[src/rtl/vend_pkg.sv]
// rtl/vend_pkg.sv - shared state encoding and coin values for the vending controller
package vend_pkg;

  typedef enum logic [1:0] {
    S_IDLE    = 2'd0,
    S_COLLECT = 2'd1,
    S_VEND    = 2'd2,
    S_PAYOUT  = 2'd3
  } state_t;

  localparam logic [1:0] HALF = 2'd1;
  localparam logic [1:0] ONE  = 2'd2;

  // Value in half-units of the coins seen this cycle; both pulses together give 3.
  function automatic logic [1:0] coin_value(input logic half, input logic one);
    logic [1:0] v;
    v = 2'd0;
    if (half) v = v + HALF;
    if (one)  v = v + ONE;
    return v;
  endfunction

endpackage

[src/rtl/vend_if.sv]
// rtl/vend_if.sv - coin/key inputs and dispenser/display outputs of the vending controller
interface vend_if #(
  parameter int CREDIT_W = 4
);

  logic                coin_half;
  logic                coin_one;
  logic                cancel;
  logic                po_cola;
  logic                po_change;
  logic                coin_rej;
  logic [CREDIT_W-1:0] credit;
  logic                busy;
  logic [3:0]          led;

  // Front-end side: raises coin and cancel pulses, watches the board outputs.
  modport master (
    output coin_half, coin_one, cancel,
    input  po_cola, po_change, coin_rej, credit, busy, led
  );

  // Controller side.
  modport slave (
    input  coin_half, coin_one, cancel,
    output po_cola, po_change, coin_rej, credit, busy, led
  );

endinterface

[src/rtl/vend_ctrl_blink_div.sv]
// rtl/vend_ctrl_blink_div.sv - free-running divider that toggles the idle LED flag
module blink_div #(
  parameter int unsigned BLINK_CYC = 50000000
) (
  input  logic sclk,
  input  logic rst,
  output logic blink
);

  localparam int BW = (BLINK_CYC > 1) ? $clog2(BLINK_CYC) : 1;
  localparam logic [BW-1:0] B_LAST = BW'(BLINK_CYC - 1);

  logic [BW-1:0] cnt;

  // Count BLINK_CYC cycles, then flip the flag; only reset ever restarts the phase.
  always_ff @(posedge sclk) begin
    if (rst) begin
      cnt   <= '0;
      blink <= 1'b0;
    end else if (cnt == B_LAST) begin
      cnt   <= '0;
      blink <= ~blink;
    end else begin
      cnt <= cnt + 1'b1;
    end
  end

endmodule

[src/rtl/vend_ctrl.sv]
// rtl/vend_ctrl.sv - parametrised vending FSM with credit, timeout refund and change payout
module vend_ctrl
  import vend_pkg::*;
#(
  parameter int          PRICE       = 5,
  parameter int          CREDIT_W    = 4,
  parameter int unsigned TIMEOUT_CYC = 1500000000,
  parameter int unsigned BLINK_CYC   = 50000000,
  parameter int unsigned CHG_GAP     = 4
) (
  input logic sclk,
  input logic rst,
  vend_if.slave bus
);

  localparam int SW = CREDIT_W + 1;
  localparam int TW = (TIMEOUT_CYC > 1) ? $clog2(TIMEOUT_CYC) : 1;
  localparam int GW = (CHG_GAP > 1) ? $clog2(CHG_GAP) : 1;
  localparam logic [SW-1:0] PRICE_V  = SW'(PRICE);
  localparam logic [TW-1:0] T_LAST   = TW'(TIMEOUT_CYC - 1);
  localparam logic [GW-1:0] G_RELOAD = GW'(CHG_GAP - 1);

  state_t              state, state_nx;
  logic [CREDIT_W-1:0] credit_q, credit_nx;
  logic [CREDIT_W-1:0] rem_q, rem_nx;
  logic [TW-1:0]       timer_q, timer_nx;
  logic [GW-1:0]       gap_q, gap_nx;
  logic                coin_rej_q;
  logic                blink;
  logic                busy;
  logic [1:0]          add;
  logic [SW-1:0]       sum;

  assign add  = coin_value(bus.coin_half, bus.coin_one);
  // Widened by one bit so credit plus a double coin can never wrap before the price compare.
  assign sum  = {1'b0, credit_q} + SW'(add);
  assign busy = (state == S_VEND) || (state == S_PAYOUT);

  assign bus.busy      = busy;
  assign bus.po_cola   = (state == S_VEND);
  assign bus.po_change = (state == S_PAYOUT) && (gap_q == '0) && (rem_q != '0);
  assign bus.coin_rej  = coin_rej_q;
  assign bus.credit    = credit_q;
  assign bus.led       = busy ? 4'b1111 : {4{blink}};

  blink_div #(
    .BLINK_CYC (BLINK_CYC)
  ) u_blink (
    .sclk  (sclk),
    .rst   (rst),
    .blink (blink)
  );

  // State, credit, change and timer registers; reset drops any pending change.
  always_ff @(posedge sclk) begin
    if (rst) begin
      state      <= S_IDLE;
      credit_q   <= '0;
      rem_q      <= '0;
      timer_q    <= '0;
      gap_q      <= '0;
      coin_rej_q <= 1'b0;
    end else begin
      state      <= state_nx;
      credit_q   <= credit_nx;
      rem_q      <= rem_nx;
      timer_q    <= timer_nx;
      gap_q      <= gap_nx;
      coin_rej_q <= busy && (add != 2'd0);
    end
  end

  // Next-state logic: coins beat cancel, cancel beats timeout; payout spaces pulses by CHG_GAP.
  always_comb begin
    state_nx  = state;
    credit_nx = credit_q;
    rem_nx    = rem_q;
    timer_nx  = timer_q;
    gap_nx    = gap_q;
    case (state)
      S_IDLE: begin
        timer_nx = '0;
        if (add != 2'd0) begin
          credit_nx = CREDIT_W'(add);
          state_nx  = S_COLLECT;
        end
      end
      S_COLLECT: begin
        if (sum >= PRICE_V) begin
          rem_nx    = CREDIT_W'(sum - PRICE_V);
          credit_nx = '0;
          timer_nx  = '0;
          state_nx  = S_VEND;
        end else if (add != 2'd0) begin
          credit_nx = sum[CREDIT_W-1:0];
          timer_nx  = '0;
        end else if (bus.cancel || (timer_q == T_LAST)) begin
          rem_nx    = credit_q;
          credit_nx = '0;
          timer_nx  = '0;
          gap_nx    = '0;
          state_nx  = S_PAYOUT;
        end else begin
          timer_nx = timer_q + 1'b1;
        end
      end
      S_VEND: begin
        gap_nx   = '0;
        state_nx = (rem_q == '0) ? S_IDLE : S_PAYOUT;
      end
      S_PAYOUT: begin
        if (rem_q == '0) begin
          state_nx = S_IDLE;
        end else if (gap_q == '0) begin
          rem_nx = rem_q - 1'b1;
          gap_nx = G_RELOAD;
          if (rem_q == CREDIT_W'(1)) state_nx = S_IDLE;
        end else begin
          gap_nx = gap_q - 1'b1;
        end
      end
      default: state_nx = S_IDLE;
    endcase
  end

endmodule

[src/flat_wrapper.sv]
// flat-port wrapper written by rule: the top's interface ports become plain ports
module vend_ctrl_flat import vend_pkg::*;
#(
  parameter int          PRICE       = 5,
  parameter int          CREDIT_W    = 4,
  parameter int unsigned TIMEOUT_CYC = 1500000000,
  parameter int unsigned BLINK_CYC   = 50000000,
  parameter int unsigned CHG_GAP     = 4
)
  (sclk, rst, bus_coin_half, bus_coin_one, bus_cancel, bus_po_cola, bus_po_change, bus_coin_rej, bus_credit, bus_busy, bus_led);
  vend_if #(.CREDIT_W(CREDIT_W)) bus_i ();
  input logic sclk;
  input logic rst;
  input wire logic [$bits(bus_i.coin_half)-1:0] bus_coin_half;
  input wire logic [$bits(bus_i.coin_one)-1:0] bus_coin_one;
  input wire logic [$bits(bus_i.cancel)-1:0] bus_cancel;
  output wire logic [$bits(bus_i.po_cola)-1:0] bus_po_cola;
  output wire logic [$bits(bus_i.po_change)-1:0] bus_po_change;
  output wire logic [$bits(bus_i.coin_rej)-1:0] bus_coin_rej;
  output wire logic [$bits(bus_i.credit)-1:0] bus_credit;
  output wire logic [$bits(bus_i.busy)-1:0] bus_busy;
  output wire logic [$bits(bus_i.led)-1:0] bus_led;
  assign bus_i.coin_half = bus_coin_half;
  assign bus_i.coin_one = bus_coin_one;
  assign bus_i.cancel = bus_cancel;
  assign bus_po_cola = bus_i.po_cola;
  assign bus_po_change = bus_i.po_change;
  assign bus_coin_rej = bus_i.coin_rej;
  assign bus_credit = bus_i.credit;
  assign bus_busy = bus_i.busy;
  assign bus_led = bus_i.led;
  vend_ctrl #(.PRICE(PRICE), .CREDIT_W(CREDIT_W), .TIMEOUT_CYC(TIMEOUT_CYC), .BLINK_CYC(BLINK_CYC), .CHG_GAP(CHG_GAP)) u_core (.sclk(sclk), .rst(rst), .bus(bus_i));
endmodule
[config.mk]
export PLATFORM = sky130hd
export DESIGN_NAME = vend_ctrl_flat
export DESIGN_NICKNAME = d
export VERILOG_FILES = /design/src/rtl/vend_pkg.sv /design/src/rtl/vend_if.sv /design/src/rtl/vend_ctrl_blink_div.sv /design/src/rtl/vend_ctrl.sv /design/src/flat_wrapper.sv
export SDC_FILE = /design/constraint.sdc
export NUM_CORES = 1
export LEC_CHECK = 0
export CORE_MARGIN = 2
export CORE_UTILIZATION = 60
export CTS_CLUSTER_DIAMETER = 80
export DETAILED_ROUTE_END_ITERATION = 10
export PLACE_DENSITY = 0.79
export SYNTH_ARGS = -nofsm -noshare
export SYNTH_HDL_FRONTEND = slang
export SYNTH_SLANG_ARGS = --single-unit
export TNS_END_PERCENT = 1
[constraint.sdc]
create_clock -name sclk -period 4 [get_ports sclk]
set_input_delay 0.8 -clock sclk [delete_from_list [all_inputs] [get_ports sclk]]
set_output_delay 0.8 -clock sclk [all_outputs]
set_load 0.01 [all_outputs]
======== Word level (Yosys, flattened, before mapping) ========
Index checks and enable logic that the tools add are counted.
storage, ports and cells
  flip-flop bits (word level) ............. 71
  output and inout bits ................... 12
  bits of input ports ..................... 5
  word-level logic and storage cells ...... 85
cells by class
  reductions and logical operators ........ 18
  multiplexer cells ....................... 33
  bitwise logic cells ..................... 1
  order comparisons ....................... 1
  equal/unequal tests ..................... 17
  add/sub/neg operators ................... 7
operators by type and width
  operator                                                                             count
  31-bit two-way mux                                                                   3
  31-bit case mux with 2 select lines                                                  1
  4-bit two-way mux                                                                    10
  31-bit by 1-bit adder with 31-bit output, second input constant                      1
  31-bit == test, second input constant                                                1
  2-bit two-way mux                                                                    14
  26-bit by 1-bit adder with 26-bit output, second input constant                      1
  26-bit == test, second input constant                                                1
  4-bit case mux with 2 select lines                                                   2
  5-bit AND reduction                                                                  3
  3-bit != test, second input constant                                                 3
  2-bit != test, second input constant                                                 4
  2-bit case mux with 4 select lines                                                   1
  2-bit case mux with 3 select lines                                                   1
  2-bit nonzero test                                                                   3
  4-bit by 2-bit adder with 5-bit output                                               1
  5-bit by 3-bit greater-or-equal comparator with 1-bit output, second input constant  1
  2-bit == test, second input constant                                                 2
  4-bit by 1-bit == test with 1-bit output, second input constant                      1
  2-bit logical NOT                                                                    2
  4-bit logical NOT                                                                    1
  2-bit by 1-bit != test with 1-bit output, second input constant                      2
  4-bit by 1-bit != test with 1-bit output, second input constant                      1
  4-bit nonzero test                                                                   1
  other kinds (13)                                                                     16

======== Longest topological paths before layout ========
Gate-level depths: netlist (run 1).
  depth in word-level cells ............... 7
  gate-level depth with buffers ........... 12
  gate-level depth less buffers ........... 10

======== Hierarchy ========
From an unflattened synthesis (run 1), not the netlist that was laid out.
second synthesis, totals
  cell total of the unflattened synthesis .. 476
  area total of the unflattened synthesis .. 4129.0 um^2
modules (own cells, without submodules)
  module     seq. area each (um^2)  area each (um^2)  cells each  times used
  vend_ctrl  880.8                  2871.5            332         1
  blink_div  540.5                  1257.5            144         1

======== Worst setup path before layout (run 1) ========
Ideal clock, no wire load.
  path kind ............................... in2reg
  start point ............................. in bus_coin_half
  end point ............................... reg u_core.timer_q[6]
  required time ........................... 3.928 ns
  setup slack ............................. 0.759 ns
  library setup time ...................... 0.072 ns
  data arrival time ....................... 3.169 ns
  buffers on the path ..................... 2
  stages on the path ...................... 12
  cells stage by stage .................... ha_1 -> fa_1 -> inv_1 -> ha_1 -> or3_1 -> nand2_1 -> nand3b_2 -> buf_6 -> nor4_4 -> buf_6 -> a21oi_1 -> mux2i_1
on the way
  word-level cells in the longest chain between the ends .. 7
  elaborated cells between the ends (all ways) .. 9
  classes of those cells .................. add/sub: 2; order compare: 1; mux: 5; reduce/logical: 1
ends and longest elaborated chain
  element                                                                                             line                              RTL
  start: declaration                                                                                  flat_wrapper.sv:14                input wire logic [$bits(bus_i.coin_half)-1:0] bus_coin_half;
  1-bit two-way mux (*)                                                                               vend_pkg.sv:18                    if (half) v = v + HALF;
  1-bit by 2-bit adder with 2-bit output                                                              vend_pkg.sv:19                    if (one) v = v + ONE;
  2-bit two-way mux (*)                                                                               vend_pkg.sv:19
  4-bit by 2-bit adder with 5-bit output or 2-bit nonzero test (tied branches)                        vend_ctrl.sv:36, vend_ctrl.sv:94
  5-bit by 3-bit greater-or-equal comparator with 1-bit output or 31-bit two-way mux (tied branches)  vend_ctrl.sv:89, vend_ctrl.sv:94
  31-bit two-way mux (*)                                                                              vend_ctrl.sv:89                   if (sum >= PRICE_V) begin
  31-bit case mux with 2 select lines (*)                                                             vend_ctrl.sv:80                   case (state)
  end signal: assignment                                                                              vend_ctrl.sv:67                   timer_q <= timer_nx;
  end: declaration                                                                                    vend_ctrl.sv:26                   logic [TW-1:0] timer_q, timer_nx;
Mark *: on every way between the ends. The rest lies on a longest branch, timed or not.
A chain may end at the register's enable or synchronous reset.

======== Worst setup path in the final report (run 1) ========
  start point ............................. in bus_coin_half
  end point ............................... reg u_core.rem_q[0]
on the way
  word-level cells in the longest chain between the ends .. 7
  elaborated cells between the ends (all ways) .. 12
  classes of those cells .................. add/sub: 3; order compare: 1; eq/ne: 2; mux: 4; reduce/logical: 2
ends and longest elaborated chain
  element                                                                                                                      line                              RTL
  1-bit two-way mux (*)                                                                                                        vend_pkg.sv:18
  1-bit by 2-bit adder with 2-bit output                                                                                       vend_pkg.sv:19
  2-bit two-way mux (*)                                                                                                        vend_pkg.sv:19
  4-bit by 2-bit adder with 5-bit output                                                                                       vend_ctrl.sv:36                   assign sum = {1'b0, credit_q} + SW'(add);
  5-bit by 3-bit greater-or-equal comparator with 1-bit output or 4-bit by 3-bit subtractor with 4-bit output (tied branches)  vend_ctrl.sv:89, vend_ctrl.sv:90
  3-bit != test (no source line) (tied with other cells)                                                                       -
  5-bit AND reduction (no source line) or 4-bit case mux with 2 select lines (tied branches)                                   -
  end signal: assignment                                                                                                       vend_ctrl.sv:66                   rem_q <= rem_nx;
  end: declaration                                                                                                             vend_ctrl.sv:25                   logic [CREDIT_W-1:0] rem_q, rem_nx;
Marks and branches as above.

==> metrics.md, run 1 <==
| Metric | Value |
|---|---|
| R2R depth | `11` |
| Top delay family on crit path | `adder cells` |
| Crit path capture type | `register` |
| RePlAce Congestion | `around 0.83` |
| Die Y | `82.8 microns` |
| Simple-Gate Fraction of Synth Area | `~30%` |
| Yosys top cell area share | `a little under two fifths` |
| Ys flop type | `dfxtp_1` |
| Final ANT Viol Nets | `0` |
| Post-synth EDFFs | `0` |
| Mapped Avg Cell Area | `8.48 sq um` |
| Final nets | `about 470` |
| Post-synthesis compound-gate area fraction | `about a tenth` |
| CP Data Arrival Time | `approximately 3800 ps` |
| Max Clock Skew | `7.47 ps` |
| Seq/Total Area, Yosys | `roughly two fifths` |
| CP peak stage delay | `between 500 and 600 ps` |
| CP Launch Point | `bus_coin_half` |
| Total gr overflow | `0` |
| Drt pass-1 iters | `4` |
| Asr flop ratio synth | `0%` |
| CP Buf/Inv Count | `3` |
| Max Freq | `about 280 MHz` |
| Most used cell, CP | `ha_1` |
| Worst Path Required | `4230 ps` |
| CP max FO | `10` |
| RSZ-0062 raised after global routing | `false` |
| Initial DRC count | `roughly 130` |
| DPL Wire Length | `5240 microns` |
| Die X | `82.8 microns` |
| Multiplexer area fraction after synthesis | `under 10%` |
| Slowest-stage cell, CP | `fa_1` |
| Post-CTS resize count | `0` |
| Final Hold Fails | `0` |
| Power per Cell Area | `about 480 nW/um^2` |
| Syn Inst Count | `440` |
| Placed Area | `approximately 4000 sq um` |
| RR Endpoint | `u_core.rem_q[0]` |
| # setup viols final | `0` |
| Adder-cell area share of the yosys netlist | `under 10%` |
| Slew headroom | `a little over two fifths` |
| Post-CTS Setup Bufs | `0` |
| Mapped Area | `~3700 sq um` |
| Residual DRC | `0` |
| Period utilization | `between 90 and 100%` |
| Worst setup SP type | `input pin` |
| CTS root buffer | `clkbuf_8` |
| Flop2flop setup slack | `roughly 960 ps` |
| Status | `finished, final reports clean` |
| Slew Viols, Final | `0` |
| Util after Layout | `between 60% and 70%` |
| Hold Worst Slack | `~460 ps` |
| Area growth from synthesis to layout | `11.3%` |
| Worst setup endpoint | `u_core.rem_q[0]` |
| Max capacitance violation total | `0` |
| Largest net degree at the start of global routing | `25` |
| Area contributors post-synth | `dfxtp_1 38%, nor2_1 8.7%, xor2_1 6.1%, xnor2_1 5.9%, nand3_1 3.6%` |
| Slew of the pin with the lowest slew margin | `around 840 ps` |
| Largest family of logic cells by synthesized area | `simple AND/OR/NAND/NOR gates` |
| Core Rows | `28` |
| Net count after synthesis | `455` |
| CTS Hold Bufs | `0` |
| Number of cells on the critical path | `12` |
| First-pass GRT wire length | `around 13,000 microns` |
| Area leader, netlist | `dfxtp_1` |
| Clk sinks | `between 70 and 80` |
| Total track usage | `between 20% and 30%` |
| Maximum buffer depth of the clock tree | `2` |
| Setup TNS | `0 ps` |
| Post-synthesis xor/xnor area fraction | `between 10% and 20%` |
| Share of cells above drive strength 1 | `a little under 8%` |
| Drt total wl | `approximately 7300 microns` |
| Die Area | `6860 sq um` |
| Pwr Total | `1.98 mW` |
| Routed WL per cell | `13.7 microns` |
| Worst hold path class | `reg2reg` |
| Post-synth cell types | `67` |
| Clock latency at the later pin of the worst-skew pair | `roughly 340 ps` |
| Antenna cell count | `0` |
| Synthesis Warnings | `0` |
| Minimum clock period | `about 3600 ps` |
| Worst vdd ir | `roughly 0.00046 V` |
| Core area | `between 5000 and 6000 sq um` |
| Reg2reg start | `u_core.bus.credit[0]` |
| Port bufs | `16` |
| CP Class | `in2reg` |
| Ports | `17` |
| TritonCTS clock tree | `built` |
| CTS clock-pin slew for the worst setup and hold paths | `approximately 80 ps` |
| Cell Chain, Critical Path | `clkdlybuf4s50_1, ha_1, fa_1, inv_1, ha_1, or3_1, nand2_1, nand3b_2, buf_4, o211ai_4, a2111o_1, a31oi_1` |
| Fillers | `just under 500` |
| CTS H-tree depth | `3` |
| CTS buffer count | `9` |
| Design area | `between 4000 and 5000 sq um` |
| Static leakage power | `approximately 1.4 nW` |
| Seq cells post-synth | `71` |
| Starting Density | `between 60% and 70%` |
| DR vias/cell | `~5.7` |
| Via count | `3,031` |
| Initial antenna violation count | `0` |
| Vias in the first global route | `~2.9k` |
## layout by cell type (no fill, tap or decap), drive strengths merged, types with 13 or more instances in the layout
master and count:
nand2 26, a21oi 13, nor2 87, xnor2 25, nor3 15, nand4 17
xor2 26, nand3 28, inv 16, clkdlybuf4s50 16, dfxtp 71
## cell type report
type	count	area, sq um	share of cell area, %
flip-flops and latches	71	1420	34.2
multi-input cells	335	2110	50.9
repair buffers	20	190	4.58
clock inverters	7	145	3.50
inverters	17	63.8	1.54
well taps	75	93.8	2.26
clock buffers	9	124	2.98
## power breakdown
part / leakage, nW / switching, mW / internal [mW]
clock network: 0.130 / 0.267 / 0.479
registers: 0.574 / 0.0480 / 0.734
logic: 0.721 / 0.257 / 0.199
## layer usage
layer | vias to the layer above | wire (microns) | global-route usage (%)
li1 | 1548 | - | -
met4 | 0 | 29 | 3.73
met1 | 1427 | 3410 | 28.1
met2 | 53 | 3580 | 37.6
met5 | - | 0 | 0
met3 | 3 | 287 | 6.06
## worst min-delay path by stage
stage | end | from | slack [ps] | cells past startpoint
floorplan | u_core.u_blink.cnt[0] | u_core.u_blink.cnt[0] | 430 | 1
finish | u_core.u_blink.cnt[0] | u_core.u_blink.cnt[0] | 460 | 1
global placement | u_core.u_blink.cnt[0] | u_core.u_blink.cnt[0] | 440 | 1
CTS | u_core.u_blink.cnt[0] | u_core.u_blink.cnt[0] | 470 | 1
detailed placement | u_core.u_blink.cnt[0] | u_core.u_blink.cnt[0] | 450 | 1
global route | u_core.u_blink.cnt[0] | u_core.u_blink.cnt[0] | 490 | 1
## synthesized netlist by cell type, types with 4 or more instances
master	number
o21ai_0	6
mux2i_1	5
dfxtp_1	71
ha_1	9
nor4_1	5
inv_1	16
and3_1	9
nand4_1	17
nor3_1	14
or2_2	4
nand2_1	25
clkbuf_1	4
a21oi_1	13
buf_6	7
xor2_1	26
nor2_1	86
nand3_1	27
xnor2_1	25
## state kept, by name (all words and copies together) (netlist names)
name,cells
u_core.gap_q,2
u_core.bus.coin_rej,1
u_core.rem_q,4
u_core.u_blink.cnt,26
u_core.u_blink.blink,1
u_core.bus.credit,4
u_core.timer_q,31
u_core.state,2
## logic make-up after synthesis
group	Yosys count
compound gates	49
flops	71
mux	5
buf+inv	34
fa+ha+maj	10
simple gates	220
xor+xnor	51
## per-stage QoR
stage,instances,setup slack [ps]
floorplan,440,759
global placement,518,179
detailed placement,518,92.2
CTS,534,451
global route,534,209
finish,534,394
No activity file was read; power rests on OpenSTA's default activity.
==> run 2: changes to the inputs <==
Settings changed: CORE_UTILIZATION 60 to 63, CTS_BUF_LIST set to sky130_fd_sc_hd__clkbuf_8, PLACE_DENSITY 0.79 to 0.83.
==> run 2 against run 1 <==
  * Sequential share of layout area up 0.45 points
  * Via count up 2.2%
  * Worst hold slack better by 3.4 ps
  * Die area down 4.5%
  * Clock skew grew 5.3 ps
  * Critical path depth decreased by 1
  * Largest power group unchanged
==> metrics.md, run 2 (same netlist as run 1, synthesis figures left out) <==
| Metric | Value |
|---|---|
| CTS buffer count | `9 (unchanged)` |
| Post-Place Cells | `517 (-0.19%)` |
| Cell Chain, Critical Path | `clkdlybuf4s50_1, ha_1, fa_1, inv_1, ha_1, or3_1, nand2_1, nand3b_2, nor4_4, nor2_2, nor2_1` |
| Slew of the pin with the lowest slew margin | `898 ps (+54.0 ps)` |
| Largest net degree at the start of global routing | `25 (unchanged)` |
| Die X | `80.9 microns (-2.3%)` |
| CP Launch Point | `bus_coin_half` |
| CP Class | `in2reg` |
| Die Y | `80.9 microns (-2.3%)` |
| CP peak stage delay | `540 ps (about the same)` |
| Biggest registers after layout | `u_core.timer_q: 31 flops, u_core.u_blink.cnt: 26 flops` |
| Number of cells on the critical path | `11 (-1)` |
| # setup viols final | `0 (unchanged)` |
| Reg2reg start | `u_core.bus.credit[0]` |
| Worst setup SP type | `input pin` |
| Final nets | `468 (-0.21%)` |
| Final Hold Fails | `0 (unchanged)` |
| Maximum buffer depth of the clock tree | `2 (unchanged)` |
| Net Sw Power | `0.567 mW (-0.87%)` |
| Crit path capture type | `register` |
| Final ANT Viol Nets | `0 (unchanged)` |
| Period utilization | `90.6% (+0.48 points)` |
| Worst setup endpoint | `u_core.timer_q[8]` |
| Power per Cell Area | `454 nW/um^2 (-5.0%)` |
| CTS root buffer | `clkbuf_8` |
| Power share of the sequential group | `42.0% (+2.6 points)` |
| Clock latency at the later pin of the worst-skew pair | `350 ps (about the same)` |
| Pre-CTS setup slack | `39.6 ps (-52.6 ps)` |
| Post-CTS resize count | `0 (unchanged)` |
| Most used cell, CP | `ha_1` |
| Total gr overflow | `0 (unchanged)` |
| Drt total wl | `7480 microns (+2.4%)` |
| Top delay family on crit path | `simple AND/OR/NAND/NOR gates` |
| Slew Viols, Final | `0 (unchanged)` |
| Largest register FFs | `31 (unchanged)` |
| Total track usage | `24.6% (+2.7 points)` |
| R2R depth | `10 (-1)` |
| Clk sinks | `71 (unchanged)` |
| Worst hold path class | `reg2reg` |
| First-pass GRT wire length | `12,600 microns (-1.4%)` |
| Slowest-stage cell, CP | `fa_1` |
| Max Freq | `276 MHz (-0.53%)` |
| Via count | `3,098 (+2.2%)` |
| Starting Density | `64.1% (+1.5 points)` |
| RSZ-0062 raised after global routing | `false` |
| DPL Wire Length | `5290 microns (+1.1%)` |
| Antenna cell count | `0 (unchanged)` |
| Vias in the first global route | `2,884 (-1.3%)` |
| RePlAce Congestion | `0.863 (+4.0%)` |
| Die Area | `6550 sq um (-4.5%)` |
| Port bufs | `16 (unchanged)` |
| Commonest non-fill, non-tap cells in the layout | `86 x nor2_1, 71 x dfxtp_1, 27 x nand3_1` |
| Residual DRC | `0 (unchanged)` |
| Max capacitance violation total | `0 (unchanged)` |
| Pwr Total | `1.86 mW (-6.2%)` |
| Worst vdd ir | `0.000283 V (-38%)` |
| Final Non-Filler Cells | `533 (-0.19%)` |
| Final WS setup | `374 ps (-19.4 ps)` |
| Switching Fraction | `30.5% (+1.6 points)` |
| RR Endpoint | `u_core.timer_q[8]` |
| CTS Hold Bufs | `0 (unchanged)` |
| CP max FO | `23 (+13)` |
| Core area | `5820 sq um (-2.4%)` |
| Comb power frac | `23.9% (+0.9 points)` |
| Worst Path Required | `4280 ps (+50 ps)` |
| Initial DRC count | `194 (+54%)` |
| Status | `finished, final reports clean` |
| CP Buf/Inv Count | `2 (-1)` |
| CTS H-tree depth | `3 (unchanged)` |
| Flop2flop setup slack | `910 ps (-50 ps)` |
| Share of cells above drive strength 1 | `7.42% (-0.42 points)` |
| CP Data Arrival Time | `3900 ps (+70 ps)` |
| Static leakage power | `1.40 nW (-1.5%)` |
| Routed WL per cell | `14.0 microns (+2.6%)` |
| Commonest non-fill, non-tap cell in the layout | `nor2_1` |
| Clock network power share | `34.1% (-3.5 points)` |
| TritonCTS clock tree | `built` |
| Area growth from synthesis to layout | `9.90%` |
| CTS clock-pin slew for the worst setup and hold paths | `80 ps (about the same)` |
| Slew headroom | `40.1% (-3.6 points)` |
| Initial antenna violation count | `0 (unchanged)` |
| Core Rows | `28 (unchanged)` |
| Minimum clock period | `3630 ps (+19.4 ps)` |
| Setup TNS | `0 ps (unchanged)` |
| Drt pass-1 iters | `4 (unchanged)` |
| Biggest register | `u_core.timer_q` |
| Pint | `1.29 mW (-8.3%)` |
| Max Clock Skew | `12.7 ps (+5.28 ps)` |
| Ports | `17 (unchanged)` |
| Post-CTS Setup Bufs | `0 (unchanged)` |
| DR vias/cell | `5.81 (+2.4%)` |
==> run 2: changes by cell type in the layout (fill, tap and decap cells not counted) <==
cell       previous run  this run
clkinv_2              0         1
buf_4                 4         3
inv_1                16        17
clkbuf_8              9        10
bufinv_16             4         2
clkinv_4              2         1
==> run 2: area by class of cell <==
cell class	count	area, sq um
repair buffers	19	183
fillers	456	1720
well taps	75	93.8
clock buffers	10	138
flip-flops and latches	71	1420
clock inverters	6	85.1
multi-input cells	335	2110
inverters	17	63.8
==> run 2: layer usage <==
metal | track usage (%) | up-vias | part of all wire (%)
li1 | - | 1551 | -
met5 | 0 | - | 0
met3 | 4.89 | 10 | 4.9
met1 | 30.0 | 1474 | 45
met2 | 41.9 | 63 | 49
met4 | 11.2 | 0 | 1.3
==> run 2: metrics by stage <==
step	hold slack [ps]	area, sq um	utilization (%)
after floorplan	430	3730	-
after global placement	442	3880	66.7
after detailed placement	454	3880	66.7
after CTS	471	4100	70.5
after global routing	491	4100	70.5
final	468	4100	70.5
==> run 2: power by group through the flow <==
stage / combinational, mW / clock [mW] / sequential (mW)
after floorplan: 0.356 / 0 / 0.776
after global placement: 0.427 / 0 / 0.796
after detailed placement: 0.439 / 0 / 0.797
after CTS: 0.443 / 0.646 / 0.781
after global routing: 0.490 / 0.677 / 0.787
final: 0.445 / 0.635 / 0.782
==> run 2: worst min path at each step <==
stage | startpoint | slack, ps | to | cells past startpoint
6_report | u_core.u_blink.cnt[0] | 470 | u_core.u_blink.cnt[0] | 1
5_1_grt | u_core.u_blink.cnt[0] | 490 | u_core.u_blink.cnt[0] | 1
3_3_place_gp | u_core.u_blink.cnt[0] | 440 | u_core.u_blink.cnt[0] | 1
4_1_cts | u_core.u_blink.cnt[0] | 470 | u_core.u_blink.cnt[0] | 1
2_1_floorplan | u_core.u_blink.cnt[0] | 430 | u_core.u_blink.cnt[0] | 1
3_5_place_dp | u_core.u_blink.cnt[0] | 450 | u_core.u_blink.cnt[0] | 1
